File: src/rtl/btn_pkg.sv
// Shared constants for the front-panel button conditioner: default debounce/hold timing,
// button indices and counter-width helpers.
package btn_pkg;

    // Default timing in timebase ticks (1 kHz strobe: 20 ms debounce, 1 s long press, 200 ms repeat)
    localparam int unsigned BTN_STABLE_TICKS = 20;
    localparam int unsigned BTN_LONG_TICKS   = 1000;
    localparam int unsigned BTN_REPEAT_TICKS = 200;

    // Channel assignment on the clock's front panel
    localparam int unsigned BTN_MODE = 0;
    localparam int unsigned BTN_SET  = 1;
    localparam int unsigned BTN_ADJ  = 2;

    function automatic int unsigned btn_max(input int unsigned a, input int unsigned b);
        return (a > b) ? a : b;
    endfunction

    // Bits needed to hold the values 0..n
    function automatic int unsigned btn_cnt_width(input int unsigned n);
        return (n < 1) ? 1 : $clog2(n + 1);
    endfunction

endpackage

File: src/rtl/button_channel.sv
// One debounced button: two-flop synchroniser, tick-qualified stable counter, press/release
// pulses and hold counter producing long-press and auto-repeat pulses.
module button_channel
    import btn_pkg::*;
#(
    parameter bit          ACTIVE_LOW   = 1'b1,
    parameter int unsigned STABLE_TICKS = BTN_STABLE_TICKS,
    parameter int unsigned LONG_TICKS   = BTN_LONG_TICKS,
    parameter int unsigned REPEAT_TICKS = BTN_REPEAT_TICKS
) (
    input  logic clk,
    input  logic rstn,
    input  logic tick,
    input  logic pin,
    output logic level,
    output logic press,
    output logic release_pulse,
    output logic long_press,
    output logic repeat_pulse
);

    localparam int unsigned SW = btn_cnt_width(STABLE_TICKS);
    localparam int unsigned HW = btn_cnt_width(btn_max(LONG_TICKS, REPEAT_TICKS));

    localparam logic [SW-1:0] STAB_LAST = SW'(STABLE_TICKS - 1);
    localparam logic [HW-1:0] LONG_CNT  = HW'(LONG_TICKS);
    localparam logic [HW-1:0] REP_CNT   = HW'(REPEAT_TICKS);
    localparam bit            REP_EN    = (REPEAT_TICKS != 0);

    if (STABLE_TICKS == 0) begin : g_bad_stable
        $error("button_channel: STABLE_TICKS must be at least 1");
    end
    if (LONG_TICKS == 0) begin : g_bad_long
        $error("button_channel: LONG_TICKS must be at least 1");
    end

    logic          sync1_q, sync1_d;
    logic          sync2_q, sync2_d;
    logic          act;
    logic [SW-1:0] stab_q, stab_d;
    logic          level_q, level_d;
    logic          press_q, press_d;
    logic          release_q, release_d;
    logic [HW-1:0] hold_q, hold_d;
    logic [HW-1:0] hold_inc;
    logic          holding;
    logic          long_done_q, long_done_d;
    logic          long_q, long_d;
    logic          rep_q, rep_d;

    always_comb begin
        sync1_d = pin;
        sync2_d = sync1_q;
    end

    // act is 1 while the button is pressed, independent of pin polarity
    assign act = sync2_q ^ ACTIVE_LOW;

    // Any sample that agrees with the debounced level restarts qualification
    always_comb begin
        stab_d  = stab_q;
        level_d = level_q;
        if (act == level_q) begin
            stab_d = '0;
        end else if (tick) begin
            if (stab_q == STAB_LAST) begin
                level_d = ~level_q;
                stab_d  = '0;
            end else begin
                stab_d = stab_q + 1'b1;
            end
        end
    end

    always_comb begin
        press_d   = level_d & ~level_q;
        release_d = ~level_d & level_q;
    end

    // Hold timing only runs while the level is high now and stays high this cycle, so a
    // release can never coincide with a long-press or repeat pulse.
    assign holding  = level_q & level_d;
    assign hold_inc = hold_q + 1'b1;

    always_comb begin
        hold_d      = hold_q;
        long_done_d = long_done_q;
        long_d      = 1'b0;
        rep_d       = 1'b0;
        if (!holding) begin
            hold_d      = '0;
            long_done_d = 1'b0;
        end else if (tick) begin
            if (!long_done_q) begin
                if (hold_inc == LONG_CNT) begin
                    long_d      = 1'b1;
                    long_done_d = 1'b1;
                    hold_d      = '0;
                end else begin
                    hold_d = hold_inc;
                end
            end else if (REP_EN) begin
                if (hold_inc == REP_CNT) begin
                    rep_d  = 1'b1;
                    hold_d = '0;
                end else begin
                    hold_d = hold_inc;
                end
            end
        end
    end

    always_ff @(posedge clk or negedge rstn) begin
        if (!rstn) begin
            sync1_q     <= ACTIVE_LOW;
            sync2_q     <= ACTIVE_LOW;
            stab_q      <= '0;
            level_q     <= 1'b0;
            press_q     <= 1'b0;
            release_q   <= 1'b0;
            hold_q      <= '0;
            long_done_q <= 1'b0;
            long_q      <= 1'b0;
            rep_q       <= 1'b0;
        end else begin
            sync1_q     <= sync1_d;
            sync2_q     <= sync2_d;
            stab_q      <= stab_d;
            level_q     <= level_d;
            press_q     <= press_d;
            release_q   <= release_d;
            hold_q      <= hold_d;
            long_done_q <= long_done_d;
            long_q      <= long_d;
            rep_q       <= rep_d;
        end
    end

    always_comb begin
        level         = level_q;
        press         = press_q;
        release_pulse = release_q;
        long_press    = long_q;
        repeat_pulse  = rep_q;
    end

endmodule

File: src/rtl/button_conditioner.sv
// Multi-channel front-panel button debouncer: one button_channel per pin, sharing the
// timebase tick.
module button_conditioner
    import btn_pkg::*;
#(
    parameter int unsigned N_BUTTONS    = 3,
    parameter bit          ACTIVE_LOW   = 1'b1,
    parameter int unsigned STABLE_TICKS = BTN_STABLE_TICKS,
    parameter int unsigned LONG_TICKS   = BTN_LONG_TICKS,
    parameter int unsigned REPEAT_TICKS = BTN_REPEAT_TICKS
) (
    input  logic                 clk,
    input  logic                 rstn,
    input  logic                 tick,
    input  logic [N_BUTTONS-1:0] but_in,
    output logic [N_BUTTONS-1:0] level,
    output logic [N_BUTTONS-1:0] press,
    // release/repeat are SystemVerilog keywords, hence the _pulse suffix
    output logic [N_BUTTONS-1:0] release_pulse,
    output logic [N_BUTTONS-1:0] long_press,
    output logic [N_BUTTONS-1:0] repeat_pulse
);

    if (N_BUTTONS == 0) begin : g_bad_count
        $error("button_conditioner: N_BUTTONS must be at least 1");
    end

    for (genvar i = 0; i < N_BUTTONS; i++) begin : g_chan
        button_channel #(
            .ACTIVE_LOW  (ACTIVE_LOW),
            .STABLE_TICKS(STABLE_TICKS),
            .LONG_TICKS  (LONG_TICKS),
            .REPEAT_TICKS(REPEAT_TICKS)
        ) u_chan (
            .clk          (clk),
            .rstn         (rstn),
            .tick         (tick),
            .pin          (but_in[i]),
            .level        (level[i]),
            .press        (press[i]),
            .release_pulse(release_pulse[i]),
            .long_press   (long_press[i]),
            .repeat_pulse (repeat_pulse[i])
        );
    end

endmodule

File: config.mk
export PLATFORM = sky130hd
export DESIGN_NAME = button_conditioner
export DESIGN_NICKNAME = d
export VERILOG_FILES = /design/src/rtl/btn_pkg.sv /design/src/rtl/button_channel.sv /design/src/rtl/button_conditioner.sv
export SDC_FILE = /design/constraint.sdc
export NUM_CORES = 1
export LEC_CHECK = 0
export BUFFER_PORTS_ARGS = -buffer_cell sky130_fd_sc_hd__buf_2
export CAP_MARGIN = 20
export CORE_UTILIZATION = 30
export DETAILED_ROUTE_END_ITERATION = 8
export PLACE_DENSITY = 0.52
export SETUP_SLACK_MARGIN = 0.2
export SLEW_MARGIN = 40
export SYNTH_ARGS = -nofsm -noshare
export SYNTH_HDL_FRONTEND = slang
export SYNTH_SLANG_ARGS = --single-unit
File: constraint.sdc
create_clock -name clk -period 2.7 [get_ports clk]
set_input_delay 0.135 -clock clk [delete_from_list [all_inputs] [get_ports clk]]
set_output_delay 0.135 -clock clk [all_outputs]
set_load 0.1 [all_outputs]
# [Yosys cells after proc, flatten, opt, wreduce, memory -nomap -nowiden]
# Index checks and enable logic that the tools add are counted.
[totals] reg_bits=69 input_bits=6 wordCells=138
[classes] add_sub_neg=6 eq_ne=15 n_mux=66 bitwise=18 n_reduce_logical=3
[ops] cell="two-way mux 10 bit" n=15
[ops] cell="two-way mux 5 bit" n=9
[ops] cell="two-way mux 1 bit" n=42
[ops] cell="adder 10 x 1 -> 10 bit, second input constant" n=3
[ops] cell="== test 10 bit, second input constant" n=3
[ops] cell="== test 10 x 8 -> 1 bit, second input constant" n=3
[ops] cell="adder 5 x 1 -> 5 bit, second input constant" n=3
[ops] cell="== test 5 bit, second input constant" n=3
[ops] cell="bitwise AND 1 bit" n=9
[ops] cell="inverter 1 bit" n=9
[ops] cell="!= test 2 bit, second input constant" n=3
[ops] cell="nonzero test 2 bit" n=3
[ops] cell="== test 1 bit" n=3

# [Depth between registers and ports, before layout]
# Gate-level depths: netlist of run 1.
[depth] word_depth=6 depth_mapped=9 ltp_nobuf=8

# [Cells and area by module]
# A second synthesis of run 1 with hierarchy kept.
[unflattened] cells_unflattened=437 hier_area_um2=4001.3
[modules_own_cells] mod="button_channel (g_chan[1].u_chan ...)" instances=2 cells_per_inst=147 area_per_inst_um2=1338.8
[modules_own_cells] mod="button_channel (g_chan[0].u_chan)" instances=1 cells_per_inst=143 area_per_inst_um2=1323.8

# [Worst setup path after synthesis of run 1]
# Ideal clock, no wire load.
[synth_timing] path_type="reg-to-reg" start="register g_chan[0].u_chan.hold_q[0]" end="register g_chan[0].u_chan.hold_q[0]" setup_time_ns=0.125 t_arrival_ns=2.269 setup_slack_ns=0.306 path_stages_with_launch=10 path_buffers=1 synth_period_minus_slack_ns=2.394 path_cell_list="dfrtp_1 -> ha_1 -> and3_1 -> buf_4 -> and3_2 -> xnor2_1 -> or4_1 -> and2_4 -> o21a_1 -> mux2_2"
[synth_between] elab_chain_len=6
[synth_rtl] item="start: declaration" line="button_channel.sv:44" source="logic [HW-1:0] hold_q, hold_d;"
[synth_rtl] item="start signal: assignment" line="button_channel.sv:132" source="hold_q <= hold_d;"
[synth_rtl] item="adder 10 x 1 -> 10 bit (*)" line="button_channel.sv:83" source="assign hold_inc = hold_q + 1'b1;"
[synth_rtl] item="== test 10 bit or == test 10 x 8 -> 1 bit (tied branches)" line="button_channel.sv:95, button_channel.sv:103"
[synth_rtl] item="two-way mux 10 bit (on tied branches)" line="button_channel.sv:95, button_channel.sv:103"
[synth_rtl] item="two-way mux 10 bit (*)" line="button_channel.sv:94" source="if (!long_done_q) begin"
[synth_rtl] item="two-way mux 10 bit (*)" line="button_channel.sv:93" source="end else if (tick) begin"
[synth_rtl] item="two-way mux 10 bit (*)" line="button_channel.sv:90" source="if (!holding) begin"
# Every way passes the cells marked *; elsewhere a longest branch is shown, timed or not. The select of a mux whose other input is x is not followed.
# A chain may end at the register's enable or synchronous reset.

# [Worst setup path after layout of run 1]
[layout_timing] start="register g_chan[0].u_chan.hold_q[1]" end="register g_chan[0].u_chan.hold_q[0]"
# The elaborated chain is that of the path after synthesis.

==> flow_summary.json, run 1 <==
{
  "ys_seq_area_share_pct": 46.1,
  "clock_path_buffers": 2,
  "cts_tree": "built",
  "worstHoldPathType": "in2reg",
  "synthArstFlopShare_pct": 100,
  "ys_warn_count": 0,
  "cts_root_buffer": "clkbuf_16",
  "power.switching_w": 0.000601,
  "grt_usage_pct": 13.1,
  "skew_ns": 0.00820,
  "initial_core_util_pct": 31.1,
  "grt_pass1_wl_um": 13300,
  "min_from": "tick",
  "synth_top_area_share_pct": 41.9,
  "final_cell_mix": "63 x dfrtp_1, 54 x nand2_1, 37 x nor2_1, 33 x o21ai_0, 23 x nor3_1",
  "dieArea_um2": 13000,
  "synth_area_leaders": "dfrtp_1 42%, nand2_1 5.4%, o21ai_0 4.5%",
  "power_w": 0.00242,
  "cts_max_level": 3,
  "gp_congestion": 0.827,
  "dr_total_vias": 3032,
  "netlist_instances": 414,
  "ys_types": 58,
  "syn_nets": 426,
  "wl_um": 8010,
  "outcome": "completed",
  "fin_nets": 440,
  "syn_avg_cell_area_um2": 9.08,
  "path_max_fanout": 6,
  "overflow": 0,
  "finalCriticalPeriod_ns": 2.42,
  "row_count": 40,
  "synth-main-ff-cell": "dfrtp_1",
  "synth_top_area_cell": "dfrtp_1",
  "power_switching_share_pct": 24.8,
  "grt_max_degree": 70,
  "finalHoldViolCount": 0,
  "p_leak_nw": 1.86,
  "ant_nets": 0,
  "firstDrtPassIters": 4,
  "clock_latency_ns": 0.32,
  "die_h_um": 114,
  "die_width_um": 114,
  "p_per_area_nw_per_um2": 568,
  "cts_buffers": 9,
  "peakVddDrop_uv": 371,
  "area_growth_pct": 13.1,
  "io_buffers": 20,
  "synth_edf_count": 0,
  "vias_per_cell": 5.05,
  "required_ns": 2.91,
  "min_period_over_period_pct": 89.6,
  "clkSinkCount": 69,
  "cp.arrival_ns": 2.63,
  "slew-limit-headroom_pct": 52.7,
  "seq_power_share_pct": 47.8,
  "core_area_um2": 12100,
  "timing.critical_path.from": "g_chan[0].u_chan.hold_q[1]",
  "grt_pass1_vias": 2781,
  "antenna_found_initial": 0,
  "start_kind": "register",
  "drv_cap": 0,
  "final_common_cell": "dfrtp_1",
  "max_freq_ghz": 0.413,
  "worstMarginPinSlew_ns": 0.707,
  "routedWlPerCell_um": 13.4,
  "r2r_setup_slack_ns": 0.28,
  "path_clk_slew_ns": 0.06,
  "ios": 21,
  "placed_cells": 579,
  "crit_type": "reg2reg",
  "r2r_start": "g_chan[0].u_chan.hold_q[1]",
  "dp_hpwl_um": 5340,
  "synth_seq_cells": 69,
  "synth_area_um2": 3760,
  "reg2reg_depth": 8,
  "whs_path_depth": 4,
  "fin_tns_setup_ns": 0,
  "finalMaxSlewViolations": 0,
  "p_int_w": 0.00182,
  "rsz0062_at_grt": "true",
  "setup-violations-final": 0,
  "crit_path_end_kind": "register",
  "drc": 0,
  "drive_above_1_share_pct": 13.2,
  "diodes": 0,
  "fin_cells": 600,
  "drt_iter0_markers": 121,
  "clkPwrFrac_pct": 43.6,
  "pwr-share-comb_pct": 8.6
}
-- cell usage after synthesis (4+ instances only) --
library cell	n
or3_1	4
mux2i_1	4
a21oi_1	17
o21ai_0	34
dfrtp_1	63
dfstp_2	6
nor4_1	4
and2_1	4
o221ai_1	4
nand2_1	54
nor3b_1	6
a22o_1	4
nand4_1	7
clkbuf_1	7
nor2b_1	7
nand3_1	20
xor2_1	8
nor3_1	23
and3_1	8
inv_1	7
o21a_1	5
ha_1	6
o211ai_1	5
buf_4	16
nor2_1	37
-- layer usage --
metal  track usage, %  vias up  wire [um]
li1                 -     1510          -
met1             17.7     1446       4010
met2             19.7       60       3530
met3             2.44       16        264
met4             7.19        0        197
met5                0        -          0
-- per-stage QoR --
| stage | hold WS, ns | utilization (%) | instance area [um^2] | setup WS (ns) |
|---|---|---|---|---|
| after floorplan | -0.161 | - | 3760 | 0.306 |
| after global placement | 0.242 | 32.4 | 3920 | 0.302 |
| after detailed placement | 0.195 | 32.4 | 3930 | 0.248 |
| after CTS | 0.227 | 34.9 | 4230 | 0.237 |
| after global routing | 0.274 | 35.1 | 4250 | 0.184 |
| final | 0.236 | 35.1 | 4250 | 0.281 |
-- cell type report --
cell class,count,area [um^2]
Sequential cell,69,1730
Clock inverter,2,10.0
Clock buffer,13,250
Timing Repair Buffer,27,169
Multi-Input combinational cell,313,1850
Inverter,8,30.0
Tap cell,168,210
Fill cell,1272,7860
-- flip-flops by register name, indices dropped and copies added, names as in the netlist --
register	cells
g_chan.u_chan.sync1_q	3
g_chan.u_chan.press	3
g_chan.u_chan.long_press	3
g_chan.u_chan.repeat_pulse	3
g_chan.u_chan.level	3
g_chan.u_chan.sync2_q	3
g_chan.u_chan.long_done_q	3
g_chan.u_chan.stab_q	15
g_chan.u_chan.hold_q	30
g_chan.u_chan.release_pulse	3
-- power groups by stage --
stage                     Combinational [W]  Sequential [W]  Clock [W]
after global routing               0.000239         0.00117    0.00112
final                              0.000208         0.00116    0.00105
after global placement             0.000187         0.00117          0
after CTS                          0.000195         0.00115    0.00108
after detailed placement           0.000189         0.00117          0
after floorplan                    0.000136         0.00115          0
-- worst max-delay path: stages (launching register included) --
cell,delay (ns)
dfrtp_1,0.42
ha_2,0.21
and3_2,0.25
and3_2,0.23
xnor2_1,0.15
or4_1,0.42
and2_4,0.20
o21a_1,0.17
mux2_2,0.25
-- cell families (layout without fill, tap and decap cells) --
kind of cell	Yosys count	count (layout)	synth area share, %
buffers and inverters	32	50	4.99
flip-flops	69	69	46.1
XOR/XNOR	10	10	2.33
AO/OA/AOI/OAI	96	96	16.9
adder cells (fa/ha/maj)	6	6	2.00
AND/OR/NAND/NOR	195	195	26.0
multiplexers	6	6	1.66
-- worst paths after layout --
kind,endpoint
max reg2reg,g_chan[0].u_chan.hold_q[0]
max,g_chan[0].u_chan.hold_q[0]
min in group asynchronous,g_chan[2].u_chan.hold_q[6]
min,g_chan[2].u_chan.stab_q[2]
max in group asynchronous,g_chan[0].u_chan.hold_q[8]
min reg2reg,g_chan[1].u_chan.sync2_q
-- what timing repair did --
action                     4_1_cts  5_1_grt
setup endpoints to repair        0        6
setup buffers                    0        2
hold buffers                     4        0
resized for setup                0        5
hold endpoints to repair        66        0
Power figures use the tool's default switching activity.
==> inputs of run 2 (changes only) <==
--- a/config.mk
+++ b/config.mk
@@ -7,9 +7,9 @@
 export LEC_CHECK = 0
 export BUFFER_PORTS_ARGS = -buffer_cell sky130_fd_sc_hd__buf_2
 export CAP_MARGIN = 20
-export CORE_UTILIZATION = 30
+export CORE_UTILIZATION = 40
 export DETAILED_ROUTE_END_ITERATION = 8
-export PLACE_DENSITY = 0.52
+export PLACE_DENSITY = 0.63
 export SETUP_SLACK_MARGIN = 0.2
 export SLEW_MARGIN = 40
 export SYNTH_ARGS = -nofsm -noshare
==> flow_summary.json, run 2 (same netlist as run 1, synthesis figures left out) <==
{
  "p_per_area_nw_per_um2": 534,
  "whs_ns": 0.242,
  "gp_congestion": 0.933,
  "grt_usage_pct": 17.1,
  "grt_pass1_wl_um": 13400,
  "dpl_cell_area_um2": 3880,
  "clkSinkCount": 69,
  "core_area_um2": 9150,
  "fin_tns_setup_ns": 0,
  "max_freq_ghz": 0.412,
  "grt.busiest_layer": "met2",
  "die_width_um": 99.0,
  "use_met2_pct": 26.2,
  "min_period_over_period_pct": 89.8,
  "drive_above_1_share_pct": 14.9,
  "clkPwrFrac_pct": 39.3,
  "crit_path_max_incr_delay_ns": 0.43,
  "routedWlPerCell_um": 14.1,
  "die_h_um": 99.0,
  "fin_nets": 442,
  "finalMaxSlewViolations": 0,
  "wl_um": 7680,
  "dp_hpwl_um": 5280,
  "clock_latency_ns": 0.35,
  "cts_buffers": 9,
  "initial_core_util_pct": 41.1,
  "place_ws_ns": 0.246,
  "hold_end": "g_chan[2].u_chan.stab_q[2]",
  "met1_usage_pct": 23.1,
  "dr_total_vias": 3056,
  "finalCriticalPeriod_ns": 2.42,
  "worstHoldPathType": "in2reg",
  "path_cells": "ha_1 > and3_1 > a21boi_1 > o221ai_2 > a2bb2oi_1 > o21a_1 > and3_1 > a221o_1",
  "outcome": "completed",
  "cts_root_buffer": "clkbuf_8",
  "grt.met3_usage_pct": 4.04,
  "pwr-share-comb_pct": 9.0,
  "top_register": "g_chan.u_chan.hold_q",
  "drt_iter0_markers": 144,
  "cts_max_level": 3,
  "ios": 21,
  "crit_path_end_kind": "register",
  "p_int_w": 0.00161,
  "fin_ws_ns": 0.275,
  "start_kind": "register",
  "cts_tree": "built",
  "rsz0062_at_grt": "true",
  "path_max_fanout": 8,
  "worstMarginPinSlew_ns": 0.628,
  "min_from": "tick",
  "p_leak_nw": 1.84,
  "drv_cap": 0,
  "reg2reg_depth": 8,
  "clock_path_buffers": 2,
  "setup-violations-final": 0,
  "final_cell_mix": "62 x dfrtp_1, 54 x nand2_1, 37 x nor2_1, 34 x o21ai_0, 22 x nor3_1",
  "required_ns": 2.94,
  "io_buffers": 20,
  "ant_nets": 0,
  "power.switching_w": 0.000617,
  "design_area_um2": 4170,
  "slew-limit-headroom_pct": 58.0,
  "firstDrtPassIters": 4,
  "multiInputGateArea_um2": 1860,
  "overflow": 0,
  "cp.arrival_ns": 2.66,
  "crit_slowest_cell": "dfrtp_1",
  "cp_common_cell": "and3_1",
  "skew_ns": 0.00569,
  "dieArea_um2": 9790,
  "power_switching_share_pct": 27.7,
  "utilization_pct": 45.5,
  "crit_type": "reg2reg",
  "final_common_cell": "dfrtp_1",
  "area_growth_pct": 10.7,
  "finalHoldViolCount": 0,
  "fillers": 873,
  "grt_pass1_vias": 2885,
  "register_area_um2": 1740,
  "reg_top3": "g_chan.u_chan.hold_q: 30 flops, g_chan.u_chan.stab_q: 15 flops",
  "rr_endpoint": "g_chan[1].u_chan.hold_q[6]",
  "antenna_found_initial": 0,
  "r2r_start": "g_chan[1].u_chan.hold_q[0]",
  "path_clk_slew_ns": 0.08,
  "diodes": 0,
  "r2r_setup_slack_ns": 0.28,
  "drc": 0,
  "largest_register_ff_count": 30,
  "seq_power_share_pct": 51.7,
  "grt_max_degree": 37,
  "peakVddDrop_uv": 206,
  "whs_path_depth": 4,
  "vias_per_cell": 5.60,
  "row_count": 35
}
==> run 2: cell types whose count changed in the layout (fill, tap and decap cells not counted), moves of 2 or more <==
cell       before  now
buf_4           3    5
clkbuf_1        3    0
clkbuf_16       9    0
clkbuf_8        1    9
clkinv_2        2    0
clkinv_4        0    3
inv_6           0    2
==> run 2: how the worst max path moves through the flow <==
stage                                    start                          to  slack (ns)  cells past startpoint
global placement    g_chan[0].u_chan.hold_q[0]  g_chan[0].u_chan.hold_q[0]        0.31                      8
global route        g_chan[1].u_chan.hold_q[0]  g_chan[1].u_chan.hold_q[6]        0.14                      8
detailed placement  g_chan[0].u_chan.hold_q[0]  g_chan[0].u_chan.hold_q[0]        0.25                      8
floorplan           g_chan[0].u_chan.hold_q[0]  g_chan[0].u_chan.hold_q[0]        0.31                      9
CTS                 g_chan[0].u_chan.hold_q[0]  g_chan[0].u_chan.hold_q[0]        0.23                      8
finish              g_chan[1].u_chan.hold_q[0]  g_chan[1].u_chan.hold_q[6]        0.28                      8
==> run 2: repair_timing <==
item,in CTS,in global routing
hold endpoints to repair,32,0
endpoints found under the setup margin,0,8
setup buffers,0,1
resized for setup,0,7
hold buffers,4,0
==> run 2: critical path, delay by kind of cell, from the launching register on <==
kind	cells	cell delay, ns
compound gates	5	1.13
fa+ha+maj	1	0.29
flops	1	0.43
simple gates	2	0.46
==> run 2: power groups by stage <==
stage	sequential [W]	combinational, W	clock (W)
2_1_floorplan	0.00115	0.000136	0
3_3_place_gp	0.00117	0.000187	0
3_5_place_dp	0.00117	0.000192	0
4_1_cts	0.00115	0.000198	0.000905
5_1_grt	0.00116	0.000229	0.000954
6_report	0.00115	0.000200	0.000874
==> run 2: area by class of cell <==
cell class | count | share of cell area, %
clock buffers | 9 | 2.97
flip-flops and latches | 69 | 41.7
multi-input cells | 313 | 44.7
clock inverters | 7 | 1.95
repair buffers | 29 | 4.63
inverters | 8 | 0.721
well taps | 111 | 3.33
==> run 2: per-layer routing <==
layer	wire length, um	share of wire (%)
met1	3760	49
met2	3470	45
met3	298	3.9
met4	144	1.9
met5	0	0
==> run 2: metrics by stage <==
stage	instances	power, W
after floorplan	414	0.00129
after global placement	525	0.00136
after detailed placement	525	0.00136
after CTS	545	0.00225
after global routing	546	0.00235
final	546	0.00223
==> inputs of run 3 (changes only) <==
--- a/config.mk
+++ b/config.mk
@@ -9,8 +9,9 @@
 export CAP_MARGIN = 20
 export CORE_UTILIZATION = 40
 export DETAILED_ROUTE_END_ITERATION = 8
-export PLACE_DENSITY = 0.63
+export PLACE_DENSITY_LB_ADDON = 0.15
 export SETUP_SLACK_MARGIN = 0.2
+export SKIP_CTS_REPAIR_TIMING = 1
 export SLEW_MARGIN = 40
 export SYNTH_ARGS = -nofsm -noshare
 export SYNTH_HDL_FRONTEND = slang
==> constraint.sdc (replaced) <==
create_clock -name clk -period 2.7 [get_ports clk]
set_input_delay 0.27 -clock clk [delete_from_list [all_inputs] [get_ports clk]]
set_output_delay 0.27 -clock clk [all_outputs]
set_load 0.1 [all_outputs]
==> flow_summary.json, run 3 (same netlist as run 1, synthesis figures left out) <==
{
  "crit_path_max_incr_delay_ns": 0.44,
  "clkSinkCount": 69,
  "min_from": "but_in[2]",
  "final_common_cell": "dfrtp_1",
  "reg2reg_depth": 8,
  "fin_tns_setup_ns": 0,
  "met1_usage_pct": 21.9,
  "finalCriticalPeriod_ns": 2.44,
  "clkPwrFrac_pct": 39.5,
  "clock_path_buffers": 2,
  "pwr-share-comb_pct": 8.9,
  "min_period_over_period_pct": 90.4,
  "hold_end": "g_chan[2].u_chan.sync1_q",
  "whs_path_depth": 1,
  "diodes": 0,
  "cp_common_cell": "and3_2",
  "crit_slowest_cell": "dfrtp_1",
  "cts_tree": "built",
  "drt_iter0_markers": 152,
  "finalHoldViolCount": 0,
  "skew_ns": 0.0108,
  "power_w": 0.00223,
  "worstHoldPathType": "in2reg",
  "outcome": "completed",
  "p_per_area_nw_per_um2": 541,
  "drc": 0,
  "grt_usage_pct": 16.5,
  "cts_buffers": 9,
  "cp_num_buf_inv": 0,
  "rsz0062_at_grt": "true",
  "vias_per_cell": 5.59,
  "largest_register_ff_count": 30,
  "clock_latency_ns": 0.35,
  "max_freq_ghz": 0.409,
  "die_width_um": 99.0,
  "grt.busiest_layer": "met2",
  "final_cell_mix": "62 x dfrtp_1, 54 x nand2_1, 37 x nor2_1, 34 x o21ai_0, 23 x nor3_1",
  "initial_core_util_pct": 41.1,
  "cts_max_level": 3,
  "utilization_pct": 45.1,
  "die_h_um": 99.0,
  "setup-violations-final": 0,
  "r2r_setup_slack_ns": 0.26,
  "use_met2_pct": 26.5,
  "fin_nets": 440,
  "critical_path.top_delay_family": "simple AND/OR/NAND/NOR gates",
  "dr_total_vias": 3041,
  "dieArea_um2": 9790,
  "p_int_w": 0.00161,
  "path_max_fanout": 6,
  "routedWlPerCell_um": 14.0,
  "core_area_um2": 9150,
  "grt_pass1_vias": 2771,
  "dp_hpwl_um": 5270,
  "rr_endpoint": "g_chan[0].u_chan.hold_q[0]",
  "peakVddDrop_uv": 220,
  "cts_root_buffer": "clkbuf_8",
  "required_ns": 2.94,
  "worstMarginPinSlew_ns": 0.701,
  "crit_cells": 8,
  "path_cells": "ha_2 > and3_2 > and3_2 > xnor2_1 > or4_1 > and2_4 > o21a_1 > mux2_2",
  "io_buffers": 20,
  "power_switching_share_pct": 27.9,
  "overflow": 0,
  "start_kind": "register",
  "wl_um": 7600,
  "power.switching_w": 0.000623,
  "firstDrtPassIters": 6,
  "gp_congestion": 0.853,
  "ant_nets": 0,
  "r2r_start": "g_chan[0].u_chan.hold_q[0]",
  "slew-limit-headroom_pct": 53.1,
  "drv_cap": 0,
  "row_count": 35,
  "grt_pass1_wl_um": 12900,
  "p_leak_nw": 1.83,
  "reg_top3": "g_chan.u_chan.hold_q: 30 flops, g_chan.u_chan.stab_q: 15 flops",
  "dpl_cell_area_um2": 3880,
  "drive_above_1_share_pct": 14.8,
  "timing.critical_path.from": "g_chan[0].u_chan.hold_q[0]",
  "area_growth_pct": 9.85,
  "finalMaxSlewViolations": 0,
  "whs_ns": 0.0248,
  "antenna_found_initial": 0,
  "crit_path_end_kind": "register",
  "ios": 21,
  "grt.met3_usage_pct": 3.48,
  "design_area_um2": 4130,
  "path_clk_slew_ns": 0.08,
  "grt_max_degree": 38,
  "cp.arrival_ns": 2.68,
  "top_register": "g_chan.u_chan.hold_q",
  "crit_type": "reg2reg",
  "seq_power_share_pct": 51.6
}
run 3: changes by cell type in the layout (fill, tap and decap cells not counted), sizes merged:
| cell | before | now |
|---|---|---|
| clkinv | 4 | 2 |
| clkinvlp | 1 | 2 |
| dlygate4sd3 | 4 | 2 |
| inv | 9 | 10 |
run 3: power by group through the flow:
stage | logic [W] | registers, W | clock network [W]
final | 0.000199 | 0.00115 | 0.000882
after global routing | 0.000229 | 0.00117 | 0.000959
after CTS | 0.000195 | 0.00115 | 0.000911
after detailed placement | 0.000195 | 0.00117 | 0
after global placement | 0.000191 | 0.00117 | 0
after floorplan | 0.000136 | 0.00115 | 0
run 3: cell type report:
class	count	area (um^2)
fill	885	5020
multi-input combinational	313	1850
sequential	69	1740
timing repair buffer	27	173
tap	111	139
clock buffer	9	124
clock inverter	7	82.6
inverter	8	30.0
run 3: worst max-delay path by stage:
stage | to | slack (ns)
after floorplan | g_chan[0].u_chan.hold_q[0] | 0.31
after global placement | g_chan[0].u_chan.hold_q[0] | 0.30
after detailed placement | g_chan[0].u_chan.hold_q[0] | 0.24
after CTS | g_chan[0].u_chan.hold_q[0] | 0.23
after global routing | g_chan[1].u_chan.hold_q[6] | 0.14
final | g_chan[0].u_chan.hold_q[0] | 0.26
run 3: per-layer routing:
metal | vias up | share of wire, % | wire, um
met5 | - | 0 | 0
met4 | 0 | 1.5 | 111
met3 | 10 | 3.1 | 235
met2 | 42 | 47 | 3590
met1 | 1466 | 48 | 3660
li1 | 1523 | - | -
run 3: stage by stage:
stage	instances	setup WS, ns
final	544	0.258
after CTS	541	0.230
after global routing	544	0.141
after global placement	525	0.303
after detailed placement	525	0.244
after floorplan	414	0.306
run 3: worst register-to-register path: cells and delay by family (launching register included):
kind | cells | cell delay, ns
XOR/XNOR | 1 | 0.15
flip-flops | 1 | 0.44
adder cells (fa/ha/maj) | 1 | 0.23
multiplexers | 1 | 0.26
AO/OA/AOI/OAI | 1 | 0.18
AND/OR/NAND/NOR | 4 | 1.08
